<file path="config.mk">
export PLATFORM = sky130hd
export DESIGN_NAME = key_clock_ctrl_flat
export DESIGN_NICKNAME = d
export VERILOG_FILES = /design/src/rtl/key_clock_pkg.sv /design/src/rtl/key_clock_ctrl_if.sv /design/src/rtl/mod_counter.sv /design/src/rtl/key_clock_ctrl.sv /design/src/flat_wrapper.sv
export SDC_FILE = /design/constraint.sdc
export NUM_CORES = 1
export LEC_CHECK = 0
export ABC_AREA = 1
export BUFFER_PORTS_ARGS = -buffer_cell sky130_fd_sc_hd__buf_2
export CORE_MARGIN = 8
export CORE_UTILIZATION = 45
export CTS_CLUSTER_DIAMETER = 40
export DETAILED_ROUTE_END_ITERATION = 6
export SYNTH_ARGS = -nofsm -noshare
export SYNTH_HDL_FRONTEND = slang
export SYNTH_SLANG_ARGS = --single-unit
</file>
<file path="constraint.sdc">
create_clock -name clk -period 3.7 [get_ports clk]
set_input_delay 0.74 -clock clk [delete_from_list [all_inputs] [get_ports clk]]
set_output_delay 0.74 -clock clk [all_outputs]
set_load 0.02 [all_outputs]
</file>
<file path="src/rtl/key_clock_pkg.sv">
// Shared encodings and limits for the settable 24-hour key clock.
package key_clock_pkg;

   typedef enum logic [1:0] {
      RUN   = 2'd0,
      SET_H = 2'd1,
      SET_M = 2'd2,
      SET_S = 2'd3
   } state_t;

   localparam int KEY_MODE    = 0;
   localparam int KEY_UP      = 1;
   localparam int KEY_DOWN    = 2;
   localparam int KEY_CONFIRM = 3;

   localparam int HOUR_MAX    = 23;
   localparam int MIN_SEC_MAX = 59;

   // MODE walks the set fields in a ring: hour, minute, second, back to hour.
   function automatic state_t nextSetState(input state_t s);
      case (s)
         SET_H:   return SET_M;
         SET_M:   return SET_S;
         default: return SET_H;
      endcase
   endfunction

endpackage

</file>
<file path="src/rtl/key_clock_ctrl_if.sv">
// Key pulses in, time fields and display status out.
interface key_clock_ctrl_if;
   logic [3:0] key_pulse;
   logic [4:0] hour;
   logic [5:0] minute;
   logic [5:0] second;
   logic [1:0] mode;
   logic       blink_on;
   logic       sec_tick;

   modport master (
      output key_pulse,
      input  hour, minute, second, mode, blink_on, sec_tick
   );

   modport slave (
      input  key_pulse,
      output hour, minute, second, mode, blink_on, sec_tick
   );
endinterface

</file>
<file path="src/rtl/mod_counter.sv">
// Wrapping 0..MAX up/down counter; carry flags an increment out of MAX.
module mod_counter #(
   parameter int MAX   = 59,
   parameter int WIDTH = 6
) (
   input  logic             clk,
   input  logic             rst,
   input  logic             inc,
   input  logic             dec,
   output logic [WIDTH-1:0] value,
   output logic             carry
);

   localparam logic [WIDTH-1:0] MAX_V = WIDTH'(MAX);

   logic [WIDTH-1:0] value_q, value_d;

   // Out-of-range values cannot be reached, but fold them back to 0 if they ever appear.
   always_comb begin
      value_d = value_q;
      if (value_q > MAX_V)
         value_d = '0;
      else if (inc)
         value_d = (value_q == MAX_V) ? '0 : value_q + WIDTH'(1);
      else if (dec)
         value_d = (value_q == '0) ? MAX_V : value_q - WIDTH'(1);
   end

   always_ff @(posedge clk) begin
      if (rst)
         value_q <= '0;
      else
         value_q <= value_d;
   end

   assign value = value_q;
   assign carry = inc && (value_q == MAX_V);

endmodule

</file>
<file path="src/rtl/key_clock_ctrl.sv">
// 24-hour clock with a run mode and a field-by-field set mode driven by debounced key pulses.
module key_clock_ctrl
   import key_clock_pkg::*;
#(
   parameter int CLK_FREQ  = 50_000_000,
   parameter int BLINK_CYC = 25_000_000
) (
   input  logic clk,
   input  logic rst,
   key_clock_ctrl_if.slave bus
);

   localparam int PW = (CLK_FREQ > 1) ? $clog2(CLK_FREQ) : 1;
   localparam int BW = $clog2(BLINK_CYC);
   localparam logic [PW-1:0] PRE_MAX   = PW'(CLK_FREQ - 1);
   localparam logic [BW-1:0] BLINK_MAX = BW'(BLINK_CYC - 1);

   state_t        state_q;
   logic [PW-1:0] pre_q;
   logic [BW-1:0] blink_q;
   logic          blinkOn_q;
   logic          tick_q;

   logic keyMode, keyUp, keyDown, keyConfirm;
   logic runTick;
   logic secInc, secDec, minInc, minDec, hourInc, hourDec;
   logic secCarry, minCarry, hourCarry;
   logic [5:0] secVal, minVal;
   logic [4:0] hourVal;

   // Lowest-numbered key wins; everything else in the same pulse is dropped.
   assign keyMode    = bus.key_pulse[KEY_MODE];
   assign keyUp      = bus.key_pulse[KEY_UP] && !bus.key_pulse[KEY_MODE];
   assign keyDown    = bus.key_pulse[KEY_DOWN] && !bus.key_pulse[KEY_UP] && !bus.key_pulse[KEY_MODE];
   assign keyConfirm = bus.key_pulse[KEY_CONFIRM] && !bus.key_pulse[KEY_DOWN]
                       && !bus.key_pulse[KEY_UP] && !bus.key_pulse[KEY_MODE];

   assign runTick = (state_q == RUN) && (pre_q == PRE_MAX);

   // Carries only ripple while running; set-mode edits stay within one field.
   assign secInc  = runTick || ((state_q == SET_S) && keyUp);
   assign secDec  = (state_q == SET_S) && keyDown;
   assign minInc  = ((state_q == RUN) && secCarry) || ((state_q == SET_M) && keyUp);
   assign minDec  = (state_q == SET_M) && keyDown;
   assign hourInc = ((state_q == RUN) && minCarry) || ((state_q == SET_H) && keyUp);
   assign hourDec = (state_q == SET_H) && keyDown;

   mod_counter #(.MAX(MIN_SEC_MAX), .WIDTH(6)) u_second (
      .clk(clk), .rst(rst), .inc(secInc), .dec(secDec), .value(secVal), .carry(secCarry)
   );

   mod_counter #(.MAX(MIN_SEC_MAX), .WIDTH(6)) u_minute (
      .clk(clk), .rst(rst), .inc(minInc), .dec(minDec), .value(minVal), .carry(minCarry)
   );

   mod_counter #(.MAX(HOUR_MAX), .WIDTH(5)) u_hour (
      .clk(clk), .rst(rst), .inc(hourInc), .dec(hourDec), .value(hourVal), .carry(hourCarry)
   );

   always_ff @(posedge clk) begin
      if (rst) begin
         state_q   <= RUN;
         pre_q     <= '0;
         blink_q   <= '0;
         blinkOn_q <= 1'b1;
         tick_q    <= 1'b0;
      end else begin
         tick_q <= runTick;
         case (state_q)
            RUN: begin
               pre_q     <= runTick ? '0 : pre_q + PW'(1);
               blink_q   <= '0;
               blinkOn_q <= 1'b1;
               if (keyMode) begin
                  state_q <= SET_H;
                  pre_q   <= '0;
               end
            end
            default: begin
               pre_q <= '0;
               // Any edit restarts the blink phase so the field is visible right after a key.
               if (keyMode || keyUp || keyDown) begin
                  blink_q   <= '0;
                  blinkOn_q <= 1'b1;
                  if (keyMode)
                     state_q <= nextSetState(state_q);
               end else if (keyConfirm) begin
                  state_q   <= RUN;
                  blink_q   <= '0;
                  blinkOn_q <= 1'b1;
               end else if (blink_q == BLINK_MAX) begin
                  blink_q   <= '0;
                  blinkOn_q <= !blinkOn_q;
               end else begin
                  blink_q <= blink_q + BW'(1);
               end
            end
         endcase
      end
   end

   assign bus.hour     = hourVal;
   assign bus.minute   = minVal;
   assign bus.second   = secVal;
   assign bus.mode     = state_q;
   assign bus.blink_on = blinkOn_q;
   assign bus.sec_tick = tick_q;

   // The hour wrap has no consumer above this block.
   logic unusedHourCarry;
   assign unusedHourCarry = hourCarry;

endmodule
</file>
<file path="src/flat_wrapper.sv">
// flat-port wrapper written by rule: the top's interface ports become plain ports
module key_clock_ctrl_flat import key_clock_pkg::*;
#(
   parameter int CLK_FREQ  = 50_000_000,
   parameter int BLINK_CYC = 25_000_000
)
  (clk, rst, bus_key_pulse, bus_hour, bus_minute, bus_second, bus_mode, bus_blink_on, bus_sec_tick);
  key_clock_ctrl_if bus_i ();
  input  logic clk;
  input  logic rst;
  input wire logic [$bits(bus_i.key_pulse)-1:0] bus_key_pulse;
  output wire logic [$bits(bus_i.hour)-1:0] bus_hour;
  output wire logic [$bits(bus_i.minute)-1:0] bus_minute;
  output wire logic [$bits(bus_i.second)-1:0] bus_second;
  output wire logic [$bits(bus_i.mode)-1:0] bus_mode;
  output wire logic [$bits(bus_i.blink_on)-1:0] bus_blink_on;
  output wire logic [$bits(bus_i.sec_tick)-1:0] bus_sec_tick;
  assign bus_i.key_pulse = bus_key_pulse;
  assign bus_hour = bus_i.hour;
  assign bus_minute = bus_i.minute;
  assign bus_second = bus_i.second;
  assign bus_mode = bus_i.mode;
  assign bus_blink_on = bus_i.blink_on;
  assign bus_sec_tick = bus_i.sec_tick;
  key_clock_ctrl #(.CLK_FREQ(CLK_FREQ), .BLINK_CYC(BLINK_CYC)) u_core (.clk(clk), .rst(rst), .bus(bus_i));
endmodule
</file>
# Word-level counts from Yosys, hierarchy flattened
# Index checks and enable logic that the tools add are counted.
totals:
  register_bits: 72
  inputBits: 6
  out_inout_bits: 21
  wordCells: 89
classes:
  addsub: 8
  magnitude_cmp: 3
  eq_ne: 10
  muxes: 18
  bitwise: 1
  reduce_logical: 41
ops:
  columns: ["op", "n"]
  rows:
  - ["2-to-1 mux 6 bit", 8]
  - ["adder 26 x 1 -> 26 bit, second input constant", 1]
  - ["equality test 26 bit, second input constant", 1]
  - ["adder 25 x 1 -> 25 bit, second input constant", 1]
  - ["equality test 25 bit, second input constant", 1]
  - ["2-to-1 mux 5 bit", 4]
  - ["logical AND 1 bit", 17]
  - ["adder 6 x 1 -> 6 bit, second input constant", 2]
  - ["equality test 6 bit, second input constant", 2]
  - ["greater-than comparator 6 bit, second input constant", 2]
  - ["logical NOT 6 bit", 2]
  - ["subtractor 6 x 1 -> 6 bit, second input constant", 2]
  - ["2-to-1 mux 2 bit", 5]
  - ["OR reduction 4 bit", 2]
  - ["nonzero test 2 bit", 3]
  - ["OR reduction 2 bit", 3]
  - ["adder 5 x 1 -> 5 bit, second input constant", 1]
  - ["equality test 5 bit, second input constant", 1]
  - ["greater-than comparator 5 bit, second input constant", 1]
  - ["logical NOT 5 bit", 1]
  - ["logical OR 1 bit", 5]
  - ["OR reduction 5 bit", 1]
  - ["subtractor 5 x 1 -> 5 bit, second input constant", 1]
  - ["equality test 2 bit, second input constant", 2]
  - ["other kinds (8)", 12]

# Longest topological paths before layout
logic_depth:
  depth_word: 11
  mapped_depth: 15
  depth_no_buf: 15

# Hierarchy
# From an unflattened synthesis, not the netlist that was laid out.
unflattened:
  cells_unflattened: 706
  hier_area_um2: 4663.2
modules_own_cells:
  columns: ["module", "instances", "cells_per_inst", "area_per_inst_um2", "seq_area_each_um2"]
  rows:
  - ["key_clock_ctrl", 1, 468, 3105.5, 1101.1]
  - ["mod_counter at u_core.u_minute ...", 2, 85, 561.8, 120.1]
  - ["mod_counter at u_core.u_hour", 1, 68, 434.2, 100.1]

# Worst setup path after synthesis
# No wires, ideal clock.
synth_timing:
  path_type: "reg-to-reg"
  from: "register u_core.state_q[1], in the netlist u_core.bus.mode[1]"
  to: "register u_core.u_hour.value_q[1], in the netlist u_core.u_hour.value[1]"
  setup_ns: 0.113
  arrival_time_ns: 1.917
  required_time_ns: 3.587
  path_slack_ns: 1.670
  stages_incl_launch_ff: 16
  path_buffers: 0
  period_less_slack_ns: 2.030
  path_cell_list: "dfxtp_1 > inv_1 > ha_1 > nand2_1 > nor2_1 > nand2_1 > nor2_2 > nand2_2 > nand2_4 > nand3_2 > nand2_4 > nand3_4 > nand2_4 > inv_4 > o21ai_2 > nor2_1"
synth_via:
  elab_chain_len: 10
  elab_cells_between_ends: 18
  cone_classes: "eq/ne: 3; mux: 1; reduce/logical: 14"
synth_rtl:
  columns: ["element", "line_no", "text"]
  rows:
  - ["start, declared", "key_clock_ctrl.sv:18", "state_t state_q;"]
  - ["start signal, assigned", "key_clock_ctrl.sv:86", "state_q <= nextSetState(state_q);"]
  - ["equality test 2 bit or logical NOT 2 bit (tied branches)", null, null]
  - ["logical AND 1 bit (on tied branches)", "key_clock_ctrl.sv:41, key_clock_ctrl.sv:38", null]
  - ["logical OR 1 bit", "key_clock_ctrl.sv:41", "assign secInc = runTick || ((state_q == SET_S) && keyUp);"]
  - ["logical AND 1 bit", "mod_counter.sv:37", "assign carry = inc && (value_q == MAX_V);"]
  - ["logical AND 1 bit", "key_clock_ctrl.sv:43", "assign minInc = ((state_q == RUN) && secCarry) || ((state_q == SET_M) && keyUp);"]
  - ["logical OR 1 bit", "key_clock_ctrl.sv:43", null]
  - ["logical AND 1 bit", "mod_counter.sv:37", null]
  - ["logical AND 1 bit", "key_clock_ctrl.sv:45", "assign hourInc = ((state_q == RUN) && minCarry) || ((state_q == SET_H) && keyUp);"]
  - ["logical OR 1 bit", "key_clock_ctrl.sv:45", null]
  - ["2-to-1 mux 5 bit or nonzero test 2 bit (tied branches)", null, null]
  - ["end signal, assigned", "mod_counter.sv:33", "value_q <= value_d;"]
  - ["end, declared", "mod_counter.sv:16", "logic [WIDTH-1:0] value_q, value_d;"]
# Several ways; a longest one is shown, not always the timed one.
# A chain may end at the register's enable or synchronous reset.

# Worst setup path in the final report
layout_timing:
  from: "register u_core.state_q[1], in the netlist u_core.bus.mode[1]"
  to: "register u_core.pre_q[21]"
layout_via:
  elab_chain_len: 3
  elab_cells_between_ends: 4
  cone_classes: "bitwise: 1; reduce/logical: 3"
layout_rtl:
  columns: ["element", "line_no", "text"]
  rows:
  - ["logical NOT 2 bit (*)", "key_clock_ctrl.sv:38, key_clock_ctrl.sv:69", null]
  - ["logical AND 1 bit or NOT 1 bit (tied branches)", null, null]
  - ["OR reduction 4 bit (no source line) (*)", null, null]
  - ["end signal, assigned", "key_clock_ctrl.sv:71", "pre_q <= runTick ? '0 : pre_q + PW'(1);"]
  - ["end, declared", "key_clock_ctrl.sv:19", "logic [PW-1:0] pre_q;"]
# Every way passes the cells marked *; elsewhere a longest branch is shown, timed or not.

==> metrics <==
outcome finished clean; post-synthesis cell count 607; CTS Sinks 72; Final TNS setup 0 ns; net count after synthesis 627; Routed wire per std cell 12.4 um; part of the power in the clock network 36.6%; Die W 112 um; Final Hold Fails 0; Fmax 419 MHz; GPL Wtd Cong 0.828; row count 35; total track usage 15.1%; Max FO, Critical Path 13; Final ANT Viol Nets 0; number of global-route vias before repair 3640; worst skew pair latency 0.34 ns; count leader, synth nand2_1; Hold Path Stages 1; Yosys top cell by area dfxtp_1; RSZ-0062 raised after global routing no; dominant synthesized flop cell dfxtp_1; layout cells sized above 1 10.5%; DRC viols 0; RR Startpoint u_core.bus.mode[1]; Reg-to-Reg End u_core.pre_q[21]; CTS tree done; average vias per placed instance 5.27; Yosys warnings 0; Reg power frac 54.3%; CTS clk-pin slew, worst paths 0.07 ns; Rel. slew slack 60.5%; first-pass GRT wire length 16.2 mm; Ports 27; Final #Nets 655; Area Growth Syn to Fin 9.17%; initial drt markers 286; maximum vdd drop 0.151 mV; Post-DP HPWL 7.12 mm; antenna violations before repair 0; worst slew pin tran 0.591 ns; CTS resizes 0; startpoint types flip-flop; register area share after synthesis 34.6%; Hold-fix buffers, CTS 0; Die Ht 112 um; end of the worst hold path u_core.pre_q[0]; Final Core Density 49.9%; Switching Share 26.1%; clk buf depth 2; Initial Utilization 45.7%; Worst EP required 3.97 ns; Layout Skew 0.0106 ns; setup slack after layout 1.31 ns; reg-to-reg slack, setup 1.31 ns; Critical Path Sink Type flip-flop; register area 1440 sq um; Int Pwr 0.00108 W; Worst Hold Class reg -> reg; combinational power share 9.1%; Pre-antenna DRT Iters 6; Leak Pwr 1.79 nW; via count 3944; die area 12600 sq um; #FFs+latches synth 72; WL final 9.27 mm; pre-CTS setup slack 1.28 ns; crit-path cells inv_1 > ha_1 > nand2_1 > nor2_1 > nand2_1 > nor2_2 > nand2_2 > nand4_1 > inv_1 > o21ai_0 > a21oi_1; cts bufs inserted 9; Post-synth EDFFs 0; max capacitance violation total 0; fin crit share 64.6%; slowest CP cell nand4_1; pwr dens 323 nW/um^2; # diodes 0; Arr. time, crit path 2.66 ns; Slew Limit Fails 0; grt total ovfl 0; Min-Delay Startpoint u_core.pre_q[0]; peak per-stage delay on the critical path 0.47 ns; average size of a mapped cell 6.85 sq um; post-synth top area share 34.6%; Synth async-reset ratio 0%; final setup vio count 0; Net Switching 0.000384 W; Core Area 9110 sq um; postcts setup bufs 0; Commonest cells post-synth nand2_1 (111), nor2_1 (93), inv_1 (81); Yosys cell types 43; largest net degree at the start of global routing 20; area of the multi-input gates 2350 sq um; number of fill cells 929; htree depth 3; R2R depth 11; Mapped Area 4160 sq um; fin crit period 2.39 ns; Root Buffer clkbuf_8; Crit Path Category reg -> reg; top cells by area, synth dfxtp_1 (35%), nand2_1 (10%), nor2_1 (8.4%); PortBufs 26
[sequential cells by signal (all words and copies together), names as in the netlist]
register               cells
u_core.pre_q              26
u_core.u_second.value      6
u_core.bus.blink_on        1
u_core.bus.sec_tick        1
u_core.u_minute.value      6
u_core.bus.mode            2
u_core.u_hour.value        5
u_core.blink_q            25
[cell type report]
type	count	area share, %
repair buffers	27	3.03
flip-flops and latches	72	31.7
well taps	111	3.06
inverters	83	6.91
multi-input cells	442	51.7
clock buffers	11	3.11
clock inverters	3	0.441
[metal layers]
layer  up-vias  GRT usage, %  wire, um
li1       2047             -         -
met1      1825          18.6      4450
met2        64          25.4      4450
met3         8          3.06       261
met4         0          5.85       110
met5         -             0         0
[metrics by stage]
step                      area [sq um]  total power [W]  cells  hold WS (ns)
after floorplan                   4160         0.000914    607         0.413
after global placement            4380         0.000947    735         0.428
after detailed placement          4380         0.000949    735         0.434
after CTS                         4540          0.00149    749         0.444
after global routing              4540          0.00154    749         0.458
final                             4540          0.00147    749         0.440
[power groups by stage]
stage / sequential, W / clock [W] / combinational, W
2_1_floorplan: 0.000821 / 0 / 0.0000929
3_3_place_gp: 0.000814 / 0 / 0.000132
3_5_place_dp: 0.000815 / 0 / 0.000134
4_1_cts: 0.000797 / 0.000561 / 0.000135
5_1_grt: 0.000799 / 0.000591 / 0.000152
6_report: 0.000797 / 0.000537 / 0.000133
[logic make-up after synthesis]
group,after synthesis,share of synthesized area (%)
AOI/OAI and AO/OA,89,12.1
DFF,72,34.6
adders and majority gates,14,4.21
buffers and inverters,93,8.90
and+or+nand+nor,320,36.2
xor gates and xnor gates,19,4.00
[worst max-delay path: cells and delay by family, from the launching register on]
kind | cells | cell delay [ns]
compound gates | 2 | 0.27
fa+ha+maj | 1 | 0.31
simple gates | 6 | 0.84
buf+inv | 2 | 0.51
flops | 1 | 0.39
[layout by cell type (no fill, tap or decap), types with 3 or more instances in the layout]
| cell | netlist | routed |
|---|---|---|
| nand2_1 | 111 | 111 |
| nor2_1 | 93 | 93 |
| inv_1 | 81 | 81 |
| dfxtp_1 | 72 | 72 |
| nand3_1 | 35 | 35 |
| o21ai_0 | 33 | 33 |
| a21oi_1 | 32 | 32 |
| buf_2 | 4 | 26 |
| nand4_1 | 22 | 22 |
| nor3_1 | 21 | 21 |
| ha_1 | 14 | 14 |
| xor2_1 | 11 | 11 |
| clkbuf_8 | 1 | 10 |
| xnor2_1 | 8 | 8 |
| nor3b_1 | 7 | 7 |
| a31oi_1 | 6 | 6 |
| o211ai_1 | 5 | 5 |
| a211oi_1 | 5 | 5 |
| nor2_2 | 5 | 5 |
| nor4_1 | 4 | 4 |
| nand3_2 | 4 | 4 |
| or2_2 | 3 | 3 |
| nand2_2 | 3 | 3 |
| nand2_4 | 3 | 3 |
[how the worst max path moves through the flow]
stage / startpoint / endpoint / slack (ns) / depth (start not counted)
global placement: bus_key_pulse[1] / u_core.blink_q[22] / 1.34 / 12
global route: u_core.bus.mode[0] / u_core.pre_q[9] / 0.98 / 11
floorplan: u_core.bus.mode[1] / u_core.u_hour.value[1] / 1.67 / 15
CTS: u_core.bus.mode[1] / u_core.pre_q[21] / 1.26 / 11
detailed placement: u_core.bus.mode[0] / u_core.pre_q[21] / 1.28 / 11
finish: u_core.bus.mode[1] / u_core.pre_q[21] / 1.31 / 11
No activity file was read; power rests on OpenSTA's default activity.
